`config.mk`:
```
export PLATFORM = sky130hd
export DESIGN_NAME = pipe_borrow_select_decrementer
export DESIGN_NICKNAME = d
export VERILOG_FILES = /design/src/rtl/bsd_pkg.sv /design/src/rtl/bsd_slice.sv /design/src/rtl/pipe_borrow_select_decrementer.sv
export SDC_FILE = /design/constraint.sdc
export NUM_CORES = 1
export LEC_CHECK = 0
export ABC_AREA = 1
export CAP_MARGIN = 15
export CORE_MARGIN = 2
export CORE_UTILIZATION = 45
export DETAILED_ROUTE_END_ITERATION = 6
export PLACE_DENSITY = 0.71
export SYNTH_ARGS = -nofsm -noshare
export SYNTH_HDL_FRONTEND = slang
export SYNTH_SLANG_ARGS = --single-unit
```
`constraint.sdc`:
```
create_clock -name clk -period 1.5 [get_ports clk]
set_input_delay 0.15 -clock clk [delete_from_list [all_inputs] [get_ports clk]]
set_output_delay 0.15 -clock clk [all_outputs]
set_load 0.1 [all_outputs]
```
`src/rtl/bsd_pkg.sv`:
```
// Shared defaults and slice-count helper for the borrow-select decrementer.
package bsd_pkg;

  localparam int DEF_ADDER_WIDTH = 15;
  localparam int DEF_BLOCK_WIDTH = 4;

  // Last slice absorbs the remainder, so round up.
  function automatic int num_slices(input int adder_width, input int block_width);
    return (adder_width + block_width - 1) / block_width;
  endfunction

endpackage

```
`src/rtl/bsd_slice.sv`:
```
// One borrow-select slice: both candidate differences plus an all-zero flag.
module bsd_slice #(
  parameter int WIDTH = 4
) (
  input  logic [WIDTH-1:0] a,
  output logic [WIDTH-1:0] diff0,
  output logic [WIDTH-1:0] diff1,
  output logic             all_zero
);

  assign diff0    = a;
  assign diff1    = a - WIDTH'(1);
  assign all_zero = (a == '0);

endmodule

```
`src/rtl/pipe_borrow_select_decrementer.sv`:
```
// Two-stage valid/ready decrementer: stage 1 precomputes per-slice candidates,
// stage 2 ripples the slice borrow and selects the final difference.
module pipe_borrow_select_decrementer
  import bsd_pkg::*;
#(
  parameter int ADDER_WIDTH = DEF_ADDER_WIDTH,
  parameter int BLOCK_WIDTH = DEF_BLOCK_WIDTH
) (
  input  logic                   clk,
  input  logic                   rst,
  input  logic                   in_valid,
  output logic                   in_ready,
  input  logic [ADDER_WIDTH-1:0] operand_a_bsd,
  input  logic                   borrow_in_bsd,
  output logic                   out_valid,
  input  logic                   out_ready,
  output logic [ADDER_WIDTH-1:0] diff_bsd,
  output logic                   borrow_out_bsd
);

  localparam int NUM_SLICES = num_slices(ADDER_WIDTH, BLOCK_WIDTH);

  logic [ADDER_WIDTH-1:0] d0, d1;
  logic [NUM_SLICES-1:0]  zero;

  logic                   s1_valid;
  logic [ADDER_WIDTH-1:0] s1_d0, s1_d1;
  logic [NUM_SLICES-1:0]  s1_zero;
  logic                   s1_borrow;

  logic                   s2_valid;
  logic                   s2_advance;
  logic [NUM_SLICES:0]    chain;
  logic [ADDER_WIDTH-1:0] sel;
  logic [ADDER_WIDTH-1:0] diff_next;

  for (genvar k = 0; k < NUM_SLICES; k++) begin : g_slice
    localparam int LO = k * BLOCK_WIDTH;
    localparam int SW = ((ADDER_WIDTH - LO) < BLOCK_WIDTH) ? (ADDER_WIDTH - LO) : BLOCK_WIDTH;
    bsd_slice #(.WIDTH(SW)) u_slice (
      .a        (operand_a_bsd[LO +: SW]),
      .diff0    (d0[LO +: SW]),
      .diff1    (d1[LO +: SW]),
      .all_zero (zero[k])
    );
  end

  assign s2_advance = !s2_valid || out_ready;
  assign in_ready   = !s1_valid || s2_advance;
  assign out_valid  = s2_valid;

  // A borrow keeps propagating only through slices that are entirely zero.
  always_comb begin
    chain    = '0;
    sel      = '0;
    chain[0] = s1_borrow;
    for (int k = 0; k < NUM_SLICES; k++) begin
      chain[k+1] = chain[k] & s1_zero[k];
    end
    for (int i = 0; i < ADDER_WIDTH; i++) begin
      sel[i] = chain[i / BLOCK_WIDTH];
    end
    diff_next = (s1_d1 & sel) | (s1_d0 & ~sel);
  end

  always_ff @(posedge clk or posedge rst) begin
    if (rst) begin
      s1_valid  <= 1'b0;
      s1_d0     <= '0;
      s1_d1     <= '0;
      s1_zero   <= '0;
      s1_borrow <= 1'b0;
    end else begin
      if (in_ready) begin
        s1_valid <= in_valid;
      end
      if (in_valid && in_ready) begin
        s1_d0     <= d0;
        s1_d1     <= d1;
        s1_zero   <= zero;
        s1_borrow <= borrow_in_bsd;
      end
    end
  end

  // Result registers only move when downstream can take them, so a stall holds them.
  always_ff @(posedge clk or posedge rst) begin
    if (rst) begin
      s2_valid       <= 1'b0;
      diff_bsd       <= '0;
      borrow_out_bsd <= 1'b0;
    end else if (s2_advance) begin
      s2_valid <= s1_valid;
      if (s1_valid) begin
        diff_bsd       <= diff_next;
        borrow_out_bsd <= chain[NUM_SLICES];
      end
    end
  end

endmodule
```
==> results of run 1 <==
==> routing by layer <==
layer | track usage | vias to the layer above
li1 | - | 959
met2 | 0.268 | 36
met4 | 0.0649 | 0
met3 | 0.0253 | 8
met1 | 0.230 | 841
met5 | 0 | -
==> how the worst min path moves through the flow <==
stage / cells after the start / to / slack, ns
finish: 2 / diff_bsd[12]$_DFFE_PP0P_ / 0.12
global route: 2 / diff_bsd[12]$_DFFE_PP0P_ / 0.14
CTS: 2 / borrow_out_bsd$_DFFE_PP0P_ / 0.13
detailed placement: 2 / borrow_out_bsd$_DFFE_PP0P_ / 0.47
global placement: 2 / diff_bsd[12]$_DFFE_PP0P_ / 0.46
floorplan: 1 / s1_d1[0]$_DFFE_PP0P_ / 0.23
==> Yosys cell counts <==
cell type and number:
nand2_1 96, dfrtp_1 53, o211ai_1 12, buf_4 1, buf_8 1, inv_1 38, nor2_1 1, buf_6 3
buf_2 3, o21ai_1 2, a21oi_4 1, nand3_4 1, buf_12 1, ha_1 5, inv_2 1, o21ai_0 12
clkbuf_1 1, nand3_1 16, o21ai_2 17, nand4_1 4, nand2_4 1, xnor2_1 3
==> power by group through the flow <==
stage / Combinational (mW) / Clock [mW] / Sequential (mW)
2_1_floorplan: 0.520 / 0 / 2.74
3_3_place_gp: 2.10 / 0 / 1.93
3_5_place_dp: 2.13 / 0 / 1.94
4_1_cts: 2.13 / 0.841 / 1.91
5_1_grt: 2.23 / 0.888 / 1.94
6_report: 2.11 / 0.813 / 1.91
==> sequential cells by signal, indices dropped and copies added, names as in the netlist <==
signal          flops
s1_borrow           1
diff_bsd           15
s1_d1              15
out_valid           1
s1_zero             4
borrow_out_bsd      1
s1_valid            1
s1_d0              15
==> kinds of logic after synthesis <==
logic type | Yosys count | synth area share
compound gates | 44 | 0.131
flops | 53 | 0.535
fa+ha+maj | 5 | 0.0252
xor+xnor | 3 | 0.0106
simple gates | 119 | 0.201
buf+inv | 49 | 0.0974
==> worst max-delay path, delay by kind of cell (launching register included) <==
family	cells	cell delay, ns
simple gates	1	0.12
buf+inv	2	0.29
flops	1	0.49
==> cells in the final DEF, fill, tap and decap left out <==
cell | Yosys | final
nand2_1 | 96 | 92
o21ai_0 | 12 | 11
nand3_1 | 16 | 16
dfrtp_1 | 53 | 52
nand2_4 | 1 | 1
clkbuf_8 | 0 | 6
ha_1 | 5 | 5
o21ai_2 | 17 | 17
clkdlybuf4s50_1 | 0 | 19
buf_4 | 1 | 6
clkbuf_1 | 1 | 2
a21oi_4 | 1 | 1
o211ai_1 | 12 | 12
xnor2_1 | 3 | 3
inv_1 | 38 | 37
nor2_1 | 1 | 1
dfrtp_2 | 0 | 1
o21ai_1 | 2 | 3
nand2_2 | 0 | 4
nand3_4 | 1 | 1
nand4_1 | 4 | 4
inv_2 | 1 | 2
buf_12 | 1 | 23
==> layout make-up <==
| type | count | area, um2 | share of cell area |
|---|---|---|---|
| well taps | 72 | 90.1 | 0.0275 |
| multi-input cells | 171 | 922 | 0.282 |
| repair buffers | 48 | 696 | 0.213 |
| clock buffers | 8 | 90.1 | 0.0275 |
| inverters | 39 | 146 | 0.0447 |
| flip-flops and latches | 53 | 1330 | 0.406 |
==> metrics, run 1 <==
status=finished, final reports clean; Initial Util=0.459; DR vias=roughly 1.8k; Num CTS Buffers=5; Die Ht=between 70 and 80 um; pre-CTS setup slack=approximately 0.071 ns; share of cells above drive strength 1=0.194; final WL=4.60 mm; sequential power share=0.395; Slew Viols, Final=0; DR iter-0 viols=around 110; crit path to=in_ready; Met1 Wirelength=2.20 mm; CP max FO=4; Slew headroom=0.769; Synth cell types=22; Crit. Startpoint=out_valid$_DFFE_PP0P_; die area=6120 um2; FF-to-FF path depth=5; RSZ-0062 raised after global routing=false; fillers=between 400 and 500; area leader, netlist=dfrtp_1; switch share=0.414; # nets final=343; Post-CTS Setup Inserts=0; TritonRoute pass-1 iters=4; reg-to-reg startpoint=out_valid$_DFFE_PP0P_; PortBufs=37; Leakage=1.63 nW; # rows=27; Worst Path Arrival=~1.2 ns; Yosys reg bits=53; Ys Warns=0; max-cap violation count=0; Seq/Total Area, Yosys=0.535; setup TNS=0 ns; Worst path max stage delay=between 0.4 and 0.5 ns; Worst path slowest cell=dfrtp_2; post-route ant nets=0; area of the mapped netlist=approximately 2500 um2; H-tree depth=2; Avg Inst Size Synth=between 9 and 10 um2; clk_skew=0.00913 ns; Clock Sinks=53; Tightest Pin Transition=~0.35 ns; ranking of synthesized cells by area=dfrtp_1 (53%), nand2_1 (15%), o21ai_2 (6.0%), inv_1 (5.8%), o211ai_1 (3.6%); Tmin final=1.36 ns; final period utilization=0.908; die span in x=approximately 78 um; TritonCTS clock tree=built; routed length on met2=2.13 mm; Net Switching=2.00 mW; CP endpoint kind=output port; pin count of the biggest net entering global routing=25; final setup fails=0; final core utilization=0.605; DR WL/cell=11.8 um; R2R Setup Slk=about 0.31 ns; GP Congestion=0.776; Top Ports=38; Post-CTS Hold Buffers=0; initial antenna violation count=0; Placed Area=about 3200 um2; worst path required time=around 1.4 ns; Crit Path Class=reg -> out; FF-to-FF End=s1_d0[4]$_DFFE_PP0P_; Met3 Wirelength=approximately 180 um; PD cells=1480 nW/um2; Logic pwr share=0.437; Non-Filler Instances=391; Clock Power Share=0.168; f_max=734 MHz; clk root buf=clkbuf_8; post-synth top area share=0.535; Core Region=between 5000 and 6000 um2; via/cell ratio=about 4.7; post-layout total power=between 4 and 5 mW; first-pass GRT wire length=about 8.1 mm; CTS-repair resized insts=0; Residual DRC=0; post-synthesis cell count=273; top sig layer=met4; worst skew pair latency=0.31 ns; placed wire-length estimate=3.54 mm; critical path startpoint category=flip-flop; Mapped Nets=298; internal power=2.83 mW; CTS max path bufs=2; total gr overflow=0; placed cells=383; vias in the first global route=1818; HP Class=in -> async; Clock transition at path regs=0.09 ns; area delta synth->final=31.9%; Antenna Cells=0; final hold slack=0.119 ns; min setup slack post-route=about 0.14 ns; Global Route Usage Sum=0.167; VDD IR max=~0.65 mV; final instance area=3270 um2; CP Cell Sequence=nand3_4 > buf_4 > buf_12; Final Hold Viols=0
No activity file was read; power rests on OpenSTA's default activity.
==> run 2: changes to the inputs <==
- ABC_CLOCK_PERIOD_IN_PS: default -> 1500
- CORE_UTILIZATION: 45 -> 40
- PLACE_DENSITY: 0.71 -> default
- TNS_END_PERCENT: default -> 5
==> metrics, run 2 (synthesized netlist as in run 1, its figures left out) <==
Leakage=~1.6 nW; Worst Path Arrival=1.19 ns; HP Class=in -> async; Worst path max stage delay=0.48 ns; clk_skew=0.00298 ns; Slew headroom=0.788; Post-CTS Setup Inserts=0; RSZ-0062 raised after global routing=false; VDD IR max=0.752 mV; family with the most delay on the worst path=flip-flops; worst skew pair latency=0.29 ns; Num CTS Buffers=5; CP max FO=4; post-route ant nets=0; min setup slack post-route=0.164 ns; Clock Sinks=53; Die Ht=approximately 83 um; Clock transition at path regs=0.09 ns; status=finished, final reports clean; # nets final=341; final WL=4.72 mm; Slew Viols, Final=0; PD cells=1490 nW/um2; critical path startpoint category=flip-flop; # rows=28; placed wire-length estimate=3.48 mm; Logic pwr share=0.432; Crit Path Class=reg -> out; Antenna Cells=0; Post-CTS Hold Buffers=0; total gr overflow=0; internal power=2.86 mW; DR iter-0 viols=128; GP Congestion=0.772; first-pass GRT wire length=8.11 mm; TritonCTS clock tree=built; Tmin final=1.34 ns; final setup fails=0; FF-to-FF path depth=3; number of buffers and inverters on the critical path=2; pre-CTS setup slack=between 0.09 and 0.1 ns; CP endpoint kind=output port; Clock Power Share=0.175; die area=between 6000 and 7000 um2; worst path required time=1.35 ns; top flop regs=diff_bsd x15, s1_d0 x15, s1_d1 x15; H-tree depth=2; Residual DRC=0; pin count of the biggest net entering global routing=54; f_max=between 700 and 800 MHz; CTS-repair resized insts=0; Worst path slowest cell=dfrtp_2; Final Hold Viols=0; DR WL/cell=12.0 um; post-layout total power=4.86 mW; Tightest Pin Transition=between 0.3 and 0.4 ns; Net Switching=1.99 mW; final period utilization=0.891; switch share=0.410; Core Region=5960 um2; CP Cell Sequence=nand3_4 > buf_4 > buf_12; DR vias=1827; commonest cells after routing, fill and taps aside=nand2_1 (96), dfrtp_1 (52), inv_1 (37); Top Ports=38; initial antenna violation count=0; share of cells above drive strength 1=0.183; fillers=558; via/cell ratio=4.66; sequential power share=0.393; PortBufs=37; commonest non-fill, non-tap cell in the layout=nand2_1; Initial Util=0.416; die span in x=82.7 um; area delta synth->final=31.0%; Global Route Usage Sum=0.158; clk root buf=clkbuf_8; CTS max path bufs=2; vias in the first global route=between 1.5k and 2k; Worst path depth=3; max-cap violation count=0; TritonRoute pass-1 iters=4
==> run 2: layout make-up <==
class,instances,area [um2],area share
Sequential cell,53,1330,0.409
Multi-Input combinational cell,171,912,0.281
Timing Repair Buffer,46,668,0.206
Inverter,39,146,0.0451
Clock buffer,7,96.3,0.0296
Tap cell,75,93.8,0.0289
Clock inverter,1,5.00,0.00154
==> run 2: worst paths after layout <==
check	startpoint	endpoint	slack (ns)
max	out_valid$_DFFE_PP0P_	in_ready	0.16
min	rst	diff_bsd[9]$_DFFE_PP0P_	0.20
max reg2reg	s1_borrow$_DFFE_PP0P_	diff_bsd[9]$_DFFE_PP0P_	0.27
min reg2reg	s1_d1[12]$_DFFE_PP0P_	s1_d1[12]$_DFFE_PP0P_	0.49
max in group asynchronous	rst	s1_d1[8]$_DFFE_PP0P_	1.06
min in group clk	borrow_in_bsd	s1_borrow$_DFFE_PP0P_	0.41
==> run 2: worst min-delay path: cells and delay by family <==
kind / cells / cell delay, ns
buf+inv: 3 / 0.73
==> run 2: per-layer routing <==
metal	up-vias	routed length, um	GRT usage
met5	-	0	0
met4	0	55	0.0492
met3	4	128	0.0261
met2	26	2240	0.244
met1	844	2300	0.227
li1	953	-	-
==> run 2: power groups by stage <==
stage                     clock (mW)  sequential [mW]  combinational (mW)
after detailed placement           0             1.94                2.12
after floorplan                    0             2.74               0.514
final                          0.850             1.91                2.10
after global placement             0             1.93                2.10
after global routing           0.945             1.94                2.23
after CTS                      0.878             1.91                2.12
==> run 2: per-stage QoR <==
stage                     setup TNS (ns)  cell area (um2)  hold slack [ns]  instances  utilization
after detailed placement               0             3150            0.468        384        0.529
after CTS                              0             3250            0.220        392        0.546
final                                  0             3250            0.199        392        0.546
after global placement                 0             3150            0.466        384        0.529
after global routing                   0             3250            0.235        392        0.546
after floorplan                    -8.15             2480            0.230        273            -
